File: config.mk
export PLATFORM = sky130hd
export DESIGN_NAME = rx_trena_7e1
export DESIGN_NICKNAME = d
export VERILOG_FILES = /design/src/rtl/rx_trena_7e1.sv
export SDC_FILE = /design/constraint.sdc
export NUM_CORES = 1
export LEC_CHECK = 0
export ABC_AREA = 1
export ABC_CLOCK_PERIOD_IN_PS = 1800
export CAP_MARGIN = 10
export CORE_UTILIZATION = 58
export CTS_CLUSTER_SIZE = 25
export DETAILED_ROUTE_END_ITERATION = 16
export PLACE_DENSITY = 0.79
export RECOVER_POWER = 50
export SKIP_CTS_REPAIR_TIMING = 1
export SLEW_MARGIN = 15
export SYNTH_ARGS = -nofsm -noshare
export SYNTH_HDL_FRONTEND = slang
export SYNTH_SLANG_ARGS = --single-unit
File: constraint.sdc
create_clock -name clock -period 1.8 [get_ports clock]
set_clock_uncertainty 0.2 [all_clocks]
set_input_delay 0.36 -clock clock [delete_from_list [all_inputs] [get_ports clock]]
set_output_delay 0.36 -clock clock [all_outputs]
set_load 0.005 [all_outputs]
File: src/rtl/rx_trena_7e1.sv
// rx_trena_7e1: 7E1 serial receiver that assembles a 3-digit BCD measurement
// sent as units, tens, hundreds followed by a '#' terminator.
module rx_trena_7e1 #(
    parameter int unsigned BAUD_DIV = 434
) (
    input  logic        clock,
    input  logic        reset,
    input  logic        entrada_serial,
    output logic [11:0] medida,
    output logic        pronto,
    output logic        erro_paridade,
    output logic        erro_quadro,
    output logic        erro_formato,
    output logic [3:0]  db_estado
);

    localparam int unsigned CNT_W     = (BAUD_DIV > 2) ? $clog2(BAUD_DIV) : 1;
    localparam int unsigned HALF_LAST = BAUD_DIV / 2 - 1;
    localparam int unsigned FULL_LAST = BAUD_DIV - 1;
    localparam logic [6:0]  HASH      = 7'h23;

    typedef enum logic [2:0] {
        INICIAL  = 3'd0,
        START    = 3'd1,
        DADOS    = 3'd2,
        PARIDADE = 3'd3,
        STOP     = 3'd4,
        FIM      = 3'd5
    } bit_state_t;

    typedef enum logic [2:0] {
        D0   = 3'd0,
        D1   = 3'd1,
        D2   = 3'd2,
        TERM = 3'd3,
        SINC = 3'd4
    } frame_state_t;

    logic sync_a;
    logic sync_b;
    logic sync_prev;

    bit_state_t   bit_state;
    frame_state_t frame_state;

    logic [CNT_W-1:0] baud_cnt;
    logic [2:0]       bit_cnt;
    logic [6:0]       char_code;
    logic             char_par;
    logic             char_perr;
    logic             char_ferr;
    logic [11:0]      shadow;

    logic char_strobe;
    logic is_digit;
    logic is_hash;

    // Two-flop synchronizer plus one delayed copy for falling-edge detection; never reset.
    always_ff @(posedge clock) begin
        sync_a    <= entrada_serial;
        sync_b    <= sync_a;
        sync_prev <= sync_b;
    end

    // Bit-level FSM: start detection with glitch rejection, mid-bit sampling.
    always_ff @(posedge clock) begin
        if (reset) begin
            bit_state <= INICIAL;
            baud_cnt  <= '0;
            bit_cnt   <= '0;
            char_code <= '0;
            char_par  <= 1'b0;
            char_perr <= 1'b0;
            char_ferr <= 1'b0;
        end else begin
            case (bit_state)
                INICIAL: begin
                    baud_cnt <= '0;
                    bit_cnt  <= '0;
                    if (sync_prev && !sync_b) begin
                        bit_state <= START;
                    end
                end
                START: begin
                    if (baud_cnt == CNT_W'(HALF_LAST)) begin
                        baud_cnt  <= '0;
                        bit_state <= sync_b ? INICIAL : DADOS;
                    end else begin
                        baud_cnt <= baud_cnt + CNT_W'(1);
                    end
                end
                DADOS: begin
                    if (baud_cnt == CNT_W'(FULL_LAST)) begin
                        baud_cnt  <= '0;
                        char_code <= {sync_b, char_code[6:1]};
                        bit_cnt   <= bit_cnt + 3'd1;
                        if (bit_cnt == 3'd6) begin
                            bit_state <= PARIDADE;
                        end
                    end else begin
                        baud_cnt <= baud_cnt + CNT_W'(1);
                    end
                end
                PARIDADE: begin
                    if (baud_cnt == CNT_W'(FULL_LAST)) begin
                        baud_cnt  <= '0;
                        char_par  <= sync_b;
                        bit_state <= STOP;
                    end else begin
                        baud_cnt <= baud_cnt + CNT_W'(1);
                    end
                end
                STOP: begin
                    if (baud_cnt == CNT_W'(FULL_LAST)) begin
                        baud_cnt  <= '0;
                        char_perr <= (^char_code) ^ char_par;
                        char_ferr <= !sync_b;
                        bit_state <= FIM;
                    end else begin
                        baud_cnt <= baud_cnt + CNT_W'(1);
                    end
                end
                FIM: begin
                    bit_state <= INICIAL;
                end
                default: begin
                    bit_state <= INICIAL;
                end
            endcase
        end
    end

    // Character strobe and classification of the received code.
    assign char_strobe = (bit_state == FIM);
    assign is_digit    = (char_code[6:4] == 3'b011) && (char_code[3:0] <= 4'd9);
    assign is_hash     = (char_code == HASH);
    assign db_estado   = 4'(bit_state);

    // Frame-level FSM: digit assembly into the shadow register, error pulses, resync.
    always_ff @(posedge clock) begin
        if (reset) begin
            frame_state   <= D0;
            shadow        <= '0;
            medida        <= '0;
            pronto        <= 1'b0;
            erro_paridade <= 1'b0;
            erro_quadro   <= 1'b0;
            erro_formato  <= 1'b0;
        end else begin
            pronto        <= 1'b0;
            erro_paridade <= 1'b0;
            erro_quadro   <= 1'b0;
            erro_formato  <= 1'b0;
            if (char_strobe) begin
                if (char_perr) begin
                    erro_paridade <= 1'b1;
                    frame_state   <= SINC;
                end else if (char_ferr) begin
                    erro_quadro <= 1'b1;
                    frame_state <= SINC;
                end else begin
                    case (frame_state)
                        D0, D1, D2: begin
                            if (is_digit) begin
                                case (frame_state)
                                    D0:      begin shadow[3:0]  <= char_code[3:0]; frame_state <= D1;   end
                                    D1:      begin shadow[7:4]  <= char_code[3:0]; frame_state <= D2;   end
                                    default: begin shadow[11:8] <= char_code[3:0]; frame_state <= TERM; end
                                endcase
                            end else if (is_hash) begin
                                erro_formato <= 1'b1;
                                frame_state  <= D0;
                            end else begin
                                erro_formato <= 1'b1;
                                frame_state  <= SINC;
                            end
                        end
                        TERM: begin
                            if (is_hash) begin
                                medida      <= shadow;
                                pronto      <= 1'b1;
                                frame_state <= D0;
                            end else begin
                                erro_formato <= 1'b1;
                                frame_state  <= SINC;
                            end
                        end
                        SINC: begin
                            if (is_hash) begin
                                frame_state <= D0;
                            end
                        end
                        default: begin
                            frame_state <= D0;
                        end
                    endcase
                end
            end
        end
    end

endmodule
; After elaboration in Yosys (flattened, before gate mapping)
; Index checks and enable logic that the tools add are counted.
[op_classes]
n_addsub = 2
n_lt_le_gt_ge = 1
n_eq_ne = 21
muxes = 26
n_bitwise = 6
n_reduce_logical = 25
[op_table]
columns = op, count
row1 = 3-bit two-way mux, 12
row2 = 9-bit one-hot mux with 3 select lines, 1
row3 = 6-bit AND reduction, 4
row4 = 9-bit two-way mux, 2
row5 = 3-bit by 2-bit == test with 1-bit output (second input constant), 5
row6 = 3-bit one-hot mux with 5 select lines, 1
row7 = 3-bit == test (second input constant), 4
row8 = 2-bit inequality test (second input constant), 6
row9 = 2-bit AND reduction, 5
row10 = 9-bit by 1-bit adder with 9-bit output (second input constant), 1
row11 = 9-bit by 8-bit == test with 1-bit output (second input constant), 1
row12 = 9-bit == test (second input constant), 1
row13 = 3-bit one-hot mux with 3 select lines, 1
row14 = 3-bit OR reduction, 3
row15 = 7-bit by 6-bit == test with 1-bit output (second input constant), 1
row16 = 7-bit XOR reduction, 1
row17 = 3-bit by 1-bit == test with 1-bit output (second input constant), 2
row18 = 3-bit zero test, 2
row19 = 3-bit one-hot mux with 2 select lines, 1
row20 = 1-bit two-way mux, 5
row21 = 1-bit inverter, 5
row22 = 5-bit AND reduction, 1
row23 = 5-bit OR reduction, 1
row24 = 4-bit <= comparator (second input constant), 1
row25 = 12 further kinds, 14
[word_totals]
regBits = 59
output_inout_bits = 20
elab_cells = 100

; Logic depth before layout (Yosys ltp)
; Gate-level depths: netlist of run 1.
[depth]
depth_word = 6
ltp_mapped = 11
depth_no_buf = 11

; Worst setup path before layout of run 1
; No wires, ideal clock.
[synth_timing]
path_type = register to register
from = register char_code[2]
to = register medida[0]
setup_time_ps = 116
arrival_time_ps = 1318
required_time_ps = 1484
path_slack_ps = 166
path_stages_with_launch = 9
n_path_buf = 1
cell_sequence = dfxtp_1 -> inv_1 -> ha_1 -> nand4_1 -> nor2_1 -> nand2_2 -> buf_6 -> o21ai_0 -> nor2_1
[synth_via]
elab_chain_len = 2
[synth_lines]
columns = item, line_no
row1 = start: declaration, 48  ; logic [6:0] char_code;
row2 = start signal: assignment, 95  ; char_code <= {sync_b, char_code[6:1]};
row3 = 7-bit by 6-bit == test with 1-bit output, 136  ; assign is_hash = (char_code == HASH);
row4 = 5-bit AND reduction (no line), n/a
row5 = end signal: assignment, 180  ; medida <= shadow;
row6 = end: declaration, 9  ; output logic [11:0] medida,
; Every way passes these cells.
; A chain may end at the register's enable or synchronous reset.

; Worst setup path after layout of run 1
[layout_timing]
from = register char_code[5]
to = register medida[2]
; The elaborated chain is that of the path after synthesis.

==> run summary, run 1 <==
TritonCTS built the clock tree. The clock net in this run drives a total of 59 sinks. Data on the critical path is required at its endpoint by 1.84 ns. The fraction of final layout cells with drive strength greater than 1 came out at 17.7%. Dominant synthesized flop cell: sky130_fd_sc_hd__dfxtp_1.

Summed over all cells, the static leakage comes to 1.69 nW. The max-capacitance violation count was 0; the XOR/XNOR share of the synthesized area was 1.20%. The core region area came out at 0.00479 sq mm. Summing the areas of all compound-gate instances in the mapped netlist gives 12.5% of the synthesized area. Counting the buffers created by CTS gives 9. At the later pin of the worst-skew pair, clock insertion delay measures 0.34 ns.

By startpoint and endpoint, the worst setup path is classified as flop to flop. Post-route antenna net violation count: 0. The final RePlAce weighted congestion came out at 0.854. Compared with the post-synthesis result, the final layout area differs by 24.7%. The synthesized design spends more area on one cell type than any other, namely sky130_fd_sc_hd__dfxtp_1.

For this run, the detailed router's first-pass iteration total came to 5. Summing all flip-flop and latch instances after layout gives 0.00120 sq mm. The post-synthesis share of cell area spent on and, or, nand and nor gates works out to 30.3%. Counting I/O delays and the setup requirement, the final critical path takes 1.77 ns. The cell count after synthesis came out at 412. Largest fanout on the critical path: 6.

By area, the combinational part of the netlist is dominated by simple AND/OR/NAND/NOR gates. Summing the areas of all fa, ha and maj instances in the mapped netlist gives 5.58% of the synthesized area. The number of warning messages in the yosys log was 0; the post-route clock period utilization was 98.4%. After synthesis the netlist holds a flip-flop and latch count of 59. Worst slack at placement: 0.00932 ns. The netlist area before placement came out at 0.00291 sq mm. The pin count of the biggest net entering global routing came out at 44. After layout, the design draws a total of 3.97 mW.

Across all layers, the routed design uses 2670 vias. The logs give 0 for the initial antenna violation count and 0 for the number of diodes added for antenna fixing. The async set or reset register ratio after synthesis came out at 0%. Number of cells traversed by the worst register-to-register path: 7. After floorplanning, the core was divided into 25 placement rows.

In this run, the number of DRC markers left after iteration 0 of detailed routing was 189. For the filler cell count, the log shows 326. The worst-case vdd ir drop was 1170 uV; the total grt overflow was 0. For this run, the top clock speed supported by timing is 565 MHz.

The classification of the worst-slack hold path is flop to flop. The clock slew at the register clock pins of the worst setup and hold paths works out to 0.07 ns. The share of the synthesized area in the top cell type is 40.5%, and the hold violation count in the final report is 0.

A synthesized cell averages 7.07 sq um. Hold path startpoint: sync_a. In the routed design, unresolved DRC markers number 0. The worst hold path passes through 0 cells. The die covers 0.00531 sq mm. Wire length of the first global-routing pass: 9780 um. 23 I/O pins were placed. The effective utilization at floorplan is 60.9%, and the vias per cell is 5.13. Counting along the longest clock path gives a buffer depth of 2. STA classifies the critical path startpoint as a flop. On the final layout, the worst hold slack is 0.133 ns.

In the final timing run, aggregate negative setup slack is 0 ns. The final setup violation count is 0, and the slack of the critical path is 0.0287 ns. In the final routed layout, each cell accounts on average for 12.2 um. Yosys mapped the design onto 31 distinct sky130hd cell types. For the overall routing resource usage, the log shows 24.4%. The count of input and output buffers was 21. CTS placed an instance of sky130_fd_sc_hd__clkbuf_8 at the clock tree root. The number of global-route vias before repair is 2283. The flow ran to the end, and the final reports show no timing, DRC or antenna violations. For hold timing, the worst endpoint is sync_b. In the final layout, the multi-input gates occupy 0.00152 sq mm.

The die is 72.9 um wide. The source of the worst register-to-register timing path is char_code[5]. The share of the Yosys chip area taken by registers is 40.5%. The power per cell area works out to 1090 mW/mm^2. Yosys attributes the largest share of cell area to sky130_fd_sc_hd__dfxtp_1 41%, sky130_fd_sc_hd__nand2_1 11%, sky130_fd_sc_hd__nor2_1 8.8%, sky130_fd_sc_hd__inv_1 7.2%, sky130_fd_sc_hd__a21oi_1 6.0%. Measured along the y axis, the die boundary spans 72.9 um. The total length of routed wires came out at 6330 um.

The wire-length estimate of the detail-placed layout is 4100 um. In this run, synthesis inferred 0 flip-flops with an integrated enable. The most common cell in the netlist was sky130_fd_sc_hd__nand2_1. For the worst endpoint data arrival time, the log shows 1.81 ns. Terminus of the critical flop-to-flop path: medida[2].

The final layout contains 465 nets. Setup repair after global routing could not meet its margin everywhere. The number of nets in the synthesized netlist was 428. CTS built an H-tree with a depth of 3. The setup check on the worst reg-to-reg path leaves a slack of 0.03 ns. The number of max-slew violations in the final report is 0. Counting instances in the post-synthesis netlist gives the leading cell types as 86 x sky130_fd_sc_hd__nand2_1, 68 x sky130_fd_sc_hd__nor2_1, 59 x sky130_fd_sc_hd__dfxtp_1. Of the post-synthesis cell area, the part taken by muxes is 0%. STA classifies the critical path endpoint as a flop.
## worst max-delay path by stage
stage,cells after the start,endpoint,startpoint
finish,7,medida[2],char_code[5]
global route,9,char_code[5],baud_cnt[1]
CTS,1,db_estado[0],bit_state[0]
detailed placement,8,shadow[4],char_code[2]
global placement,10,shadow[11],char_code[2]
floorplan,8,medida[0],char_code[2]
## stage by stage
step / cell area (sq um) / instances / utilization [%]
detailed placement: 3200 / 495 / 66.8
finish: 3630 / 520 / 75.9
global placement: 3200 / 495 / 66.8
global route: 3630 / 520 / 75.9
CTS: 3430 / 510 / 71.6
floorplan: 2910 / 412 / -
## power breakdown
group | switching [mW] | internal [mW]
Clock | 0.523 | 0.909
Combinational | 0.660 | 0.411
Sequential | 0.0752 | 1.39
Total | 1.26 | 2.71
## flip-flops by register name, summed over array words and instances, names as in the netlist, 3 cells and up
signal and cells:
baud_cnt 9, bit_cnt 3, bit_state 3, char_code 7, frame_state 3, medida 12
shadow 12
## routing by layer
metal | vias to the layer above | global-route usage (%) | share of wire [%]
li1 | 1365 | - | -
met2 | 80 | 38.2 | 46
met4 | 0 | 14.2 | 2.1
met1 | 1209 | 30.1 | 46
met5 | - | 0 | 0
met3 | 16 | 6.63 | 5.0
## logic make-up (layout without fill, tap and decap cells)
logic type	count (synthesis)	after routing
buffers and inverters	69	110
adders and majority gates	13	13
xor gates and xnor gates	4	4
DFF	59	59
and+or+nand+nor	196	196
AOI/OAI and AO/OA	70	70
other	1	1
## area by class of cell
type                            instances  area share (%)
Sequential cell                        59            33.2
Multi-Input combinational cell        284            41.9
Inverter                               58            6.13
Clock buffer                           10            3.51
Timing Repair Buffer                   37            10.1
Clock inverter                          5            2.83
Tap cell                               67            2.31
## worst max-delay path, cell delays in order (launching register included)
cell and delay (ns):
sky130_fd_sc_hd__dfxtp_1 0.38, sky130_fd_sc_hd__ha_2 0.19, sky130_fd_sc_hd__nand4_1 0.21, sky130_fd_sc_hd__nor2_2 0.27
sky130_fd_sc_hd__nand2_4 0.10, sky130_fd_sc_hd__buf_6 0.15, sky130_fd_sc_hd__o21ai_1 0.12, sky130_fd_sc_hd__nor2_1 0.05
## cells in the final DEF, fill, tap and decap left out, types with 4 or more instances in the layout
| master | count |
|---|---|
| sky130_fd_sc_hd__nand2_2 | 5 |
| sky130_fd_sc_hd__dfxtp_4 | 5 |
| sky130_fd_sc_hd__clkbuf_8 | 9 |
| sky130_fd_sc_hd__ha_1 | 9 |
| sky130_fd_sc_hd__dfxtp_2 | 4 |
| sky130_fd_sc_hd__nand2_1 | 83 |
| sky130_fd_sc_hd__nor2_1 | 63 |
| sky130_fd_sc_hd__clkdlybuf4s50_1 | 19 |
| sky130_fd_sc_hd__inv_2 | 6 |
| sky130_fd_sc_hd__buf_4 | 10 |
| sky130_fd_sc_hd__o21ai_1 | 16 |
| sky130_fd_sc_hd__dfxtp_1 | 50 |
| sky130_fd_sc_hd__a21oi_1 | 35 |
| sky130_fd_sc_hd__o21ai_0 | 12 |
| sky130_fd_sc_hd__nand4_1 | 5 |
| sky130_fd_sc_hd__nor2_2 | 7 |
| sky130_fd_sc_hd__inv_1 | 50 |
| sky130_fd_sc_hd__nand3_1 | 18 |
No activity file was read; power rests on OpenSTA's default activity.
==> run 2, diff against run 1 <==
--- a/config.mk
+++ b/config.mk
@@ -11,8 +11,9 @@
 export CORE_UTILIZATION = 58
 export CTS_CLUSTER_SIZE = 25
 export DETAILED_ROUTE_END_ITERATION = 16
-export PLACE_DENSITY = 0.79
+export PLACE_DENSITY_LB_ADDON = 0.2
 export RECOVER_POWER = 50
+export REMOVE_ABC_BUFFERS = 1
 export SKIP_CTS_REPAIR_TIMING = 1
 export SLEW_MARGIN = 15
 export SYNTH_ARGS = -nofsm -noshare
==> run summary, run 2 (same netlist as run 1, synthesis figures left out) <==
The power per cell area is 1020 mW/mm^2 (was 1090 mW/mm^2), and the H-tree depth is 3 (unchanged). The tools report the starting DRC count in detailed routing as 180 (was 189). Cell-by-cell listing of the critical path: dlygate4sd3_1 (was ha_2 -> nand4_1 -> nor2_2 -> nand2_4 -> buf_6 -> o21ai_1 -> nor2_1).

The critical path required time was 1.24 ns (was 1.84 ns); the slack of the critical path was 0.0546 ns (was 0.0287 ns). The area overhead of the layout relative to synthesis was 18.3% (was 24.7%); the leakage power was 1.61 nW (was 1.69 nW). For the wire length of the first global-routing pass, the log shows 9440 um (was 9780 um). Largest fanout on the critical path: 1 (was 6). The width of the die works out to 72.9 um (unchanged). The count of clock tree sinks was 59 (unchanged); the worst-case vdd ir drop was 803 uV (was 1170 uV). The post-route clock period utilization was 97.0% (was 98.4%). The flow ran to the end, and the final reports show no timing, DRC or antenna violations. The count of input and output buffers was 21 (unchanged). The highest attainable clock frequency was 573 MHz (was 565 MHz). The family of cells with the greatest summed delay on the critical path was buffers and inverters (was simple AND/OR/NAND/NOR gates). The number of max-slew violations in the final report was 0 (unchanged). The clock slew at the register clock pins of the worst setup and hold paths is 0.06 ns (was 0.07 ns).

The number of global-route vias before repair was 2148 (was 2283). The buffer levels on the longest clock path is 2 (unchanged). Commonest non-fill, non-tap cell in the layout: sky130_fd_sc_hd__nand2_1 (unchanged). Effective utilization at floorplan: 60.9% (unchanged).

The kind of capture point of the worst setup path was a primary output (was a flop). The total grt overflow was 0 (unchanged); the hold violation count in the final report was 0 (unchanged). The number of diodes added for antenna fixing is 0 (unchanged). Registers with the most flip-flops: medida (12), shadow (12), baud_cnt (9) (unchanged). The max-capacitance violation count is 0 (unchanged). The classification of the worst-slack hold path was flop to flop (unchanged). The first-pass detailed-route iteration total came out at 4 (was 5).

The combined buffer and inverter count along the critical path is 1 (unchanged). Critical path class: flop to primary output (was flop to flop). The run gives 32 (was 44) as the pin count of the biggest net entering global routing. The tools report the master cell of the clock root buffer as sky130_fd_sc_hd__clkbuf_8 (unchanged).

The logs give 0 ns (unchanged) for the setup total negative slack and 0 (unchanged) for the number of DRC violations after detailed routing. Number of core rows: 25 (unchanged). The filler cell count is 404 (was 326), and the average wire length per cell after detail routing is 11.2 um (was 12.2 um).

The fraction of final layout cells with drive strength greater than 1 was 12.1% (was 17.7%). For the final setup violation count, the log shows 0 (unchanged). The run gives 5770 um (was 6330 um) as the total length of routed wires. The placed wire-length estimate after detailed placement was 4050 um (was 4100 um); the final critical-path required period was 1.75 ns (was 1.77 ns). For the worst slack at placement, the log shows 0.0242 ns (was 0.00932 ns). The vias per cell was 5.04 (was 5.13); the overall routing resource usage was 23.3% (was 24.4%). The critical path's slowest cell was sky130_fd_sc_hd__dlygate4sd3_1 (was sky130_fd_sc_hd__dfxtp_1). The die height works out to 72.9 um (unchanged).

For the final RePlAce weighted congestion, the log shows 0.825 (was 0.854). The tools report the number of vias after detailed routing as 2592 (was 2670). The tools report the startpoint type of the worst setup path as a flop (unchanged). The count of boundary I/O pins came out at 23 (unchanged). TritonCTS built the clock tree. Post-route antenna net violation count: 0 (unchanged). Most frequent cells in the layout: 86 x sky130_fd_sc_hd__nand2_1, 68 x sky130_fd_sc_hd__nor2_1, 54 x sky130_fd_sc_hd__inv_1 (was 83 x sky130_fd_sc_hd__nand2_1, 63 x sky130_fd_sc_hd__nor2_1, 50 x sky130_fd_sc_hd__inv_1, 50 x sky130_fd_sc_hd__dfxtp_1, 35 x sky130_fd_sc_hd__a21oi_1).

For the number of CTS-inserted buffers, the log shows 9 (unchanged). The insertion delay of the later-clocked pin in the worst-skew pair came out at 0.33 ns (was 0.34 ns). The tools report the worst endpoint data arrival time as 1.19 ns (was 1.81 ns). The tools report the core region area as 0.00479 sq mm (unchanged). The final-stage net count was 460 (was 465).

Die area: 0.00531 sq mm (unchanged). The largest stage delay on the critical path works out to 0.55 ns (was 0.38 ns). The run gives 0 (unchanged) as the initial antenna violation count.
## run 2: changes by cell type in the layout (fill, tap and decap cells not counted), moves of 4 or more
cell                      before  now
sky130_fd_sc_hd__o21ai_1      16    3
sky130_fd_sc_hd__nor2_1       63   68
sky130_fd_sc_hd__nor2_2        7    2
sky130_fd_sc_hd__inv_1        50   54
sky130_fd_sc_hd__o21ai_0      12   28
## run 2: final timing paths
| check | end | cells after the start | slack [ns] | from |
|---|---|---|---|---|
| min | sync_b | 0 | 0.14 | sync_a |
| min reg2reg | sync_b | 0 | 0.14 | sync_a |
| max reg2reg | baud_cnt[6] | 8 | 0.09 | bit_state[2] |
| max | erro_paridade | 1 | 0.05 | erro_paridade |
## run 2: stage by stage
stage	power, mW	hold slack, ns	std cells	instance area (sq um)	util, %
after global routing	3.70	0.156	514	3450	72.0
final	3.51	0.141	514	3450	72.0
after detailed placement	2.45	0.115	498	3230	67.6
after floorplan	2.17	0.110	401	2850	-
after global placement	2.42	0.111	498	3230	67.6
after CTS	3.47	0.130	512	3400	71.0
## run 2: area by class of cell
type                    count  area (sq um)  share of cell area [%]
repair buffers             32           318                    9.22
clock inverters             3          15.0                   0.436
inverters                  58           218                    6.32
clock buffers              11           151                    4.39
multi-input cells         284          1460                    42.4
flip-flops and latches     59          1200                    34.8
well taps                  67          83.8                    2.43
## run 2: metal layers
metal | vias up | global-route usage [%] | part of all wire, %
met5 | - | 0 | 0
met2 | 48 | 35.8 | 44
met3 | 10 | 4.56 | 3.0
met1 | 1174 | 31.3 | 51
li1 | 1360 | - | -
met4 | 0 | 11.5 | 1.7
## run 2: report_power, final
group	total (mW)	internal, mW	switching (mW)
logic	1.02	0.365	0.654
clock network	1.02	0.551	0.472
registers	1.47	1.39	0.0770
total	3.51	2.31	1.20
==> run 3, diff against run 2 <==
--- a/config.mk
+++ b/config.mk
@@ -9,7 +9,6 @@
 export ABC_CLOCK_PERIOD_IN_PS = 1800
 export CAP_MARGIN = 10
 export CORE_UTILIZATION = 58
-export CTS_CLUSTER_SIZE = 25
 export DETAILED_ROUTE_END_ITERATION = 16
 export PLACE_DENSITY_LB_ADDON = 0.2
 export RECOVER_POWER = 50
==> results of run 3 <==
Final layout, timing and power as in run 2 (identical DEF).
